===== src/rtl/ram_arbiter_pkg.sv =====
// Shared definitions for the two-port RAM arbiter: FSM state encoding,
// port count, port-id type and a one-hot helper.
// Optional feature macro: RAM_ARB_RR_EN (round-robin arbitration).
package ram_arbiter_pkg;

    localparam int NPORT = 2;

    typedef enum logic [1:0] {
        IDLE = 2'd0,
        ACC  = 2'd1,
        RESP = 2'd2
    } state_e;

    typedef logic port_id_t;

    // Convert a port id into its one-hot strobe pattern.
    function automatic logic [NPORT-1:0] port_onehot(input port_id_t id);
        if (id == 1'b1) begin
            port_onehot = 2'b10;
        end else begin
            port_onehot = 2'b01;
        end
    endfunction

endpackage


===== src/rtl/ram_arb_pick.sv =====
// Combinational winner selection for the two-port RAM arbiter.
// With RAM_ARB_RR_EN defined, contention goes to the port that was not
// granted last (ptr holds the last granted port); otherwise port 0 wins.
module ram_arb_pick
    import ram_arbiter_pkg::*;
(
    input  logic [NPORT-1:0] req,
`ifdef RAM_ARB_RR_EN
    input  port_id_t         ptr,
`endif
    output logic             any_req,
    output port_id_t         win
);

    // Pick the winning port from the live request vector.
    always_comb begin
        any_req = |req;
        win     = 1'b0;
        case (req)
            2'b01: win = 1'b0;
            2'b10: win = 1'b1;
            2'b11: begin
`ifdef RAM_ARB_RR_EN
                win = ~ptr;
`else
                win = 1'b0;
`endif
            end
            default: win = 1'b0;
        endcase
    end

endmodule


===== src/rtl/ram_arbiter.sv =====
// Two-port arbiter in front of a single-port synchronous RAM.
// IDLE samples requests, ACC drives one RAM access and the grant pulse,
// RESP waits for the RAM read data, which is returned with rvalid one
// cycle later. Optional macro RAM_ARB_RR_EN selects round-robin
// arbitration; the default build is fixed priority (port 0 first).
module ram_arbiter
    import ram_arbiter_pkg::*;
#(
    parameter int M = 8,
    parameter int N = 8
)
(
    input  logic             clk,
    input  logic             rst_n,
    input  logic [1:0]       req,
    input  logic [1:0]       we,
    input  logic [N-1:0]     addr0,
    input  logic [N-1:0]     addr1,
    input  logic [M-1:0]     wdata0,
    input  logic [M-1:0]     wdata1,
    output logic [1:0]       gnt,
    output logic [1:0]       rvalid,
    output logic [M-1:0]     rdata,
    output logic             ram_cs,
    output logic             ram_rd,
    output logic             ram_wr,
    output logic [N-1:0]     ram_addr,
    output logic [M-1:0]     ram_wdata,
    input  logic [M-1:0]     ram_rdata
);

    state_e       state_r;
    state_e       state_s;
    port_id_t     id_r;
    logic         we_r;
    logic         any_req_s;
    port_id_t     win_s;
    logic         sel_we_s;
    logic [N-1:0] sel_addr_s;
    logic [M-1:0] sel_wdata_s;
    logic         accept_s;

`ifdef RAM_ARB_RR_EN
    port_id_t     ptr_r;

    ram_arb_pick u_pick (
        .req     (req),
        .ptr     (ptr_r),
        .any_req (any_req_s),
        .win     (win_s)
    );
`else
    ram_arb_pick u_pick (
        .req     (req),
        .any_req (any_req_s),
        .win     (win_s)
    );
`endif

    // Route the winning port's command fields and flag a new acceptance.
    always_comb begin
        accept_s = (state_r == IDLE) && any_req_s;
        if (win_s == 1'b1) begin
            sel_we_s    = we[1];
            sel_addr_s  = addr1;
            sel_wdata_s = wdata1;
        end else begin
            sel_we_s    = we[0];
            sel_addr_s  = addr0;
            sel_wdata_s = wdata0;
        end
    end

    // Next-state logic: requests only matter in IDLE; writes skip RESP.
    always_comb begin
        state_s = state_r;
        case (state_r)
            IDLE: begin
                if (any_req_s) begin
                    state_s = ACC;
                end else begin
                    state_s = IDLE;
                end
            end
            ACC: begin
                if (we_r) begin
                    state_s = IDLE;
                end else begin
                    state_s = RESP;
                end
            end
            RESP:    state_s = IDLE;
            default: state_s = IDLE;
        endcase
    end

    // State register and latched winner id/direction.
    always_ff @(posedge clk or negedge rst_n) begin
        if (!rst_n) begin
            state_r <= IDLE;
            id_r    <= 1'b0;
            we_r    <= 1'b0;
        end else begin
            state_r <= state_s;
            if (accept_s) begin
                id_r <= win_s;
                we_r <= sel_we_s;
            end
        end
    end

    // RAM strobes and grant pulse are registered so they are high exactly
    // during ACC; address/data hold their last values outside ACC.
    always_ff @(posedge clk or negedge rst_n) begin
        if (!rst_n) begin
            gnt       <= 2'b00;
            ram_cs    <= 1'b0;
            ram_rd    <= 1'b0;
            ram_wr    <= 1'b0;
            ram_addr  <= {N{1'b0}};
            ram_wdata <= {M{1'b0}};
        end else if (accept_s) begin
            gnt       <= port_onehot(win_s);
            ram_cs    <= 1'b1;
            ram_rd    <= ~sel_we_s;
            ram_wr    <= sel_we_s;
            ram_addr  <= sel_addr_s;
            ram_wdata <= sel_wdata_s;
        end else begin
            gnt       <= 2'b00;
            ram_cs    <= 1'b0;
            ram_rd    <= 1'b0;
            ram_wr    <= 1'b0;
        end
    end

    // Capture RAM read data at the end of RESP and pulse rvalid next cycle.
    always_ff @(posedge clk or negedge rst_n) begin
        if (!rst_n) begin
            rdata  <= {M{1'b0}};
            rvalid <= 2'b00;
        end else if (state_r == RESP) begin
            rdata  <= ram_rdata;
            rvalid <= port_onehot(id_r);
        end else begin
            rvalid <= 2'b00;
        end
    end

`ifdef RAM_ARB_RR_EN
    // Remember the last granted port; reset value makes port 0 win first.
    always_ff @(posedge clk or negedge rst_n) begin
        if (!rst_n) begin
            ptr_r <= 1'b1;
        end else if (accept_s) begin
            ptr_r <= win_s;
        end
    end
`endif

endmodule


===== config.mk =====
export PLATFORM = sky130hd
export DESIGN_NAME = ram_arbiter
export DESIGN_NICKNAME = d
export VERILOG_FILES = /design/src/rtl/ram_arbiter_pkg.sv /design/src/rtl/ram_arb_pick.sv /design/src/rtl/ram_arbiter.sv
export SDC_FILE = /design/constraint.sdc
export NUM_CORES = 1
export LEC_CHECK = 0
export ABC_CLOCK_PERIOD_IN_PS = 1700
export CORE_MARGIN = 1.5
export CORE_UTILIZATION = 39
export DETAILED_ROUTE_END_ITERATION = 16
export PLACE_DENSITY = 0.87
export SKIP_CTS_REPAIR_TIMING = 1
export SLEW_MARGIN = 25
export SYNTH_ARGS = -nofsm -noshare
export SYNTH_HDL_FRONTEND = slang
export SYNTH_SLANG_ARGS = --single-unit

===== constraint.sdc =====
create_clock -name clk -period 1.7 [get_ports clk]
set_input_delay 0.34 -clock clk [delete_from_list [all_inputs] [get_ports clk]]
set_output_delay 0.34 -clock clk [all_outputs]
set_load 0.02 [all_outputs]

* Word-level counts from Yosys, hierarchy flattened
Index checks and enable logic that the tools add are counted.
** Storage, ports and cells
- Register bits after elaboration :: 35
- Bits in latches :: 0
- RAM bits :: 0
- Memory bits (read-only) :: 0
- Output and inout bits :: 31
- Word-level logic and storage cells :: 32
- Memories kept :: 0
** Operators by class
- $add $sub $neg :: 0
- Multipliers :: 0
- Divide/modulo/power cells :: 0
- Order comparisons :: 0
- Equal/unequal tests :: 3
- Shifts and indexed selects :: 0
- Muxes and demuxes :: 14
- Bitwise operators :: 1
- Reductions and logical operators :: 3
** Operators by type and width (count)
- 8-bit 2-to-1 mux :: 2
- 2-bit 2-to-1 mux :: 5
- 1-bit 2-to-1 mux :: 6
- 2-bit == test, second input constant :: 2
- 2-bit one-hot mux with 2 select lines :: 1
- 2-bit by 1-bit == test with 1-bit output, second input constant :: 1
- 2-bit zero test :: 1
- 2-bit OR reduction :: 1
- 1-bit logical AND :: 1
- 1-bit NOT :: 1

* Longest topological paths before layout
- Word-level depth :: 5
- Depth in mapped cells :: 5
- Depth with buffers taken out :: 3

* Cells and area by module
Synthesis repeated with hierarchy kept, for this count alone.
** Unflattened totals
- Cell total of the unflattened synthesis :: 95
- Area, all modules :: 1482.7 um^2
** Modules (own cells, without submodules)
- ram_arbiter :: instances 1, cells an instance 93, area an instance 1470.2 um^2, seq. area each 850.8 um^2
- ram_arb_pick :: instances 1, cells an instance 2, area an instance 12.5 um^2, seq. area each 0.0 um^2

* Least setup slack after synthesis
Ideal clock, no wire load.
- Path type :: register to register
- From :: register state_r[1]
- To :: register ram_wdata[0]
- Library setup time :: 0.125 ns
- Data arrival time :: 1.210 ns
- Data required time :: 1.575 ns
- Setup slack :: 0.365 ns
- Stages on the path, launching flop included :: 5
- Path buffers :: 1
- Path through :: dfrtp_1 -> nor2_1 -> o21a_1 -> buf_4 -> mux2_2
** Between the ends
- Cells in the longest elaborated chain, start to end :: 2
** RTL lines
- from (decl) :: RTL line ram_arbiter.sv:32 : state_e state_r;
- from (signal assigned) :: RTL line ram_arbiter.sv:104 : state_r <= state_s;
- 2-bit zero test :: RTL line ram_arbiter.sv:62 : accept_s = (state_r == IDLE) && any_req_s;
- 1-bit logical AND :: RTL line ram_arbiter.sv:62
- to (signal assigned) :: RTL line ram_arbiter.sv:121 : ram_wdata <= {M{1'b0}};
- to (signal assigned) :: RTL line ram_arbiter.sv:128 : ram_wdata <= sel_wdata_s;
- to (decl) :: RTL line ram_arbiter.sv:28 : output logic [M-1:0] ram_wdata,
No other way between the ends.
A chain may end at the register's enable or synchronous reset.

* Final worst setup path
- From :: register ram_addr[0]
- To :: output ram_addr[0]
** RTL lines
- from (decl) :: RTL line ram_arbiter.sv:27 : output logic [N-1:0] ram_addr,
- from (signal assigned) :: RTL line ram_arbiter.sv:120 : ram_addr <= {N{1'b0}};
- from (signal assigned) :: RTL line ram_arbiter.sv:127 : ram_addr <= sel_addr_s;
No word-level cell between the ends.

==> metrics <==
simple-gate area share of the yosys netlist 0.0436; Hold Vio Cnt, Final 0; Post-DP HPWL ~2.6 mm; Hold Crit Class primary input to asynchronous set/reset pin; main combinational cell family by area after synthesis multiplexers; fraction of synthesized area in multiplexers 0.220; Worst R2R Path Depth 4; Lkg Pwr around 0.0011 uW; Achievable Freq 621 MHz; worst endpoint required time about 1.4 ns; Critical Path Sink Type output port; synth-to-layout area growth 61.1%; maxcap violations 0; Starting Density 0.408; headroom to the max-slew limit 0.488; synthesized netlist cell count 100; share of flip-flops with an asynchronous set or reset after synthesis 1.00; horizontal die dimension 64.9 microns; CP peak stage delay 0.63 ns; crit path max fanout 2; fin worst setup slack ~0.091 ns; transition at the pin with the smallest max-transition slack 0.768 ns; Commonest cells post-synth sky130_fd_sc_hd__dfrtp_1 (35), sky130_fd_sc_hd__a22o_1 (16), sky130_fd_sc_hd__mux2_2 (12); worst hold margin roughly 0.14 ns; total setup violations reported at the end of the flow 0; Final Net Count around 230; Pre-antenna DRT Iters 2; number of buffer and inverter stages on the critical path 1; clock root buffer sky130_fd_sc_hd__clkbuf_8; power density of the placed cells ~1700 mW/mm^2; period utilization 0.947; outcome finished, final reports clean; cell with the largest stage delay on the worst path sky130_fd_sc_hd__clkdlybuf4s50_1; clock tree buffer depth 2; Antenna Nets Post-Route 0; ratio of routed vias to standard cells approximately 4.7; pre-CTS worst setup slack -0.0490 ns; I/O pin cnt 77; total number of cells along the worst setup path 1; Adder-Cell Fraction of Synth Area 0; reg-to-reg setup timing slack approximately 0.21 ns; power after layout approximately 4100 uW; Yosys top cell area share 0.587; Die H roughly 65 microns; fraction of the mapped netlist area in compound gates 0.107; clock tree from TritonCTS done; family with the most delay on the worst path buffers and inverters; worst reg2reg startpoint state_r[1]; post-synth cell types 20; row count 22; most repeated cell in the gate-level netlist after synthesis sky130_fd_sc_hd__dfrtp_1; clock period minus worst slack about 1.6 ns; synthesized area divided by synthesized cell count 14.9 sq um; type of origin of the critical path flop; floorplan die area about 0.0042 sq mm; cells taking the most area after synthesis sky130_fd_sc_hd__dfrtp_1 (59%), sky130_fd_sc_hd__mux2_4 (10%), sky130_fd_sc_hd__a22o_1 (9.4%); Starting DRT DRC Count 70; antenna violations before repair 0; number of port buffers 76; cell area after placement between 0.002 and 0.0025 sq mm; CTS Buf Count 5; cell-by-cell trace of the critical path clkdlybuf4s50_1; final non-filler cell area between 0.002 and 0.0025 sq mm; pin count of the biggest net entering global routing 36; total nets after synthesis approximately 150; total count of max-transition violations in the final report 0; routability congestion estimate from global placement 0.633; overall fraction of global-route tracks in use 0.173; Synth area leader sky130_fd_sc_hd__dfrtp_1; unrepaired setup endpoints after global routing false; post-detailed-route wirelength per cell 14.9 microns; startpoint-to-endpoint class of the critical path flop to output port; core area 0.00366 sq mm; wire length of the first global-routing pass between 5 and 6 mm; number of synthesized flops with an enable pin 0; routed vias between 1000 and 1500; Peak VDD IR between 700 and 800 uV; share of the core filled with cells in the final layout 0.657; R2R Path End ram_addr[6]; data arrival at the endpoint of the critical path around 1.3 ns; clock insertion delay at the later pin of the skew report around 0.27 ns; post-CTS clock slew at the launch and capture registers of the worst setup and hold paths 0.06 ns; share of cells above drive strength 1 0.208; total overflow reported by the global router 0; number of clock sinks 35; H-tree depth 2; area of the mapped netlist between 0.001 and 0.0015 sq mm; portion of the post-synthesis area used by sequential elements 0.587; Seq cells post-synth 35; area share of xor/xnor cells in the synthesized design 0; number of warning messages in the yosys log 0; final wirelength 3.45 mm; final setup skew between 0.003 and 0.004 ns; drc violations 0; total inserted antenna cells 0; number of global-route vias before repair roughly 1100; primary flip-flop cell chosen by synthesis mapping sky130_fd_sc_hd__dfrtp_1
-- kinds of logic after synthesis --
group | count (synthesis)
AO/OA/AOI/OAI | 19
flip-flops | 35
AND/OR/NAND/NOR | 11
multiplexers | 26
buffers and inverters | 9
-- sequential cells by signal (all words and copies together) (netlist names), 2 cells and up --
| signal | cells |
|---|---|
| ram_addr | 8 |
| state_r | 2 |
| rvalid | 2 |
| rdata | 8 |
| gnt | 2 |
| ram_wdata | 8 |
-- routing by layer --
layer  track usage  up-vias  wire (microns)
li1              -      523               -
met1         0.196      510            1370
met2         0.304       50            1790
met3        0.0677        2             277
met4        0.0426        0               8
met5             0        -               0
-- through the flow --
step           std cells  setup TNS, ns
6_report             231              0
5_1_grt              231              0
4_1_cts              231              0
3_5_place_dp         224         -0.434
3_3_place_gp         224         -0.100
2_1_floorplan        100              0
-- how the worst max path moves through the flow --
| stage | slack [ns] | endpoint | start |
|---|---|---|---|
| 4_1_cts | 0.06 | ram_addr[0] | ram_addr[0] |
| 5_1_grt | 0.03 | ram_addr[0] | ram_addr[0] |
| 3_5_place_dp | -0.05 | ram_addr[5] | req[0] |
| 2_1_floorplan | 0.37 | ram_wdata[0] | state_r[1] |
| 6_report | 0.09 | ram_addr[0] | ram_addr[0] |
| 3_3_place_gp | -0.01 | ram_addr[5] | req[0] |
-- power breakdown --
group / leakage (uW) / switching, uW / internal, uW
sequential: 0.000434 / 194 / 1210
clock: 0.0000470 / 267 / 317
combinational: 0.000580 / 893 / 1170
total: 0.00106 / 1350 / 2700
-- worst reg2reg max path, stage by stage, from the launching register on --
cell and delay (ns):
sky130_fd_sc_hd__dfrtp_1 0.41, sky130_fd_sc_hd__nor2_1 0.23, sky130_fd_sc_hd__o21a_1 0.21, sky130_fd_sc_hd__buf_4 0.21, sky130_fd_sc_hd__mux2_4 0.32
-- layout make-up --
| cell class | instances | area [sq um] |
|---|---|---|
| fill | 277 | 1260 |
| timing repair buffer | 83 | 821 |
| inverter | 2 | 7.51 |
| multi-input combinational | 56 | 553 |
| clock inverter | 1 | 5.00 |
| tap | 48 | 60.1 |
| sequential | 35 | 876 |
| clock buffer | 6 | 82.6 |
-- layout by cell type (no fill, tap or decap), drive strengths merged --
cell type and instances:
nand2b 1, and2 2, clkinv 1, clkdlybuf4s50 75, clkbuf 6, inv 2, nand2 1, nor3b 1
dfrtp 35, buf 8, a22o 16, o21a 2, mux2i 2, nor2b 2, nor2 4, a21oi 1
mux2 24
(Power assumes the default switching activity.)
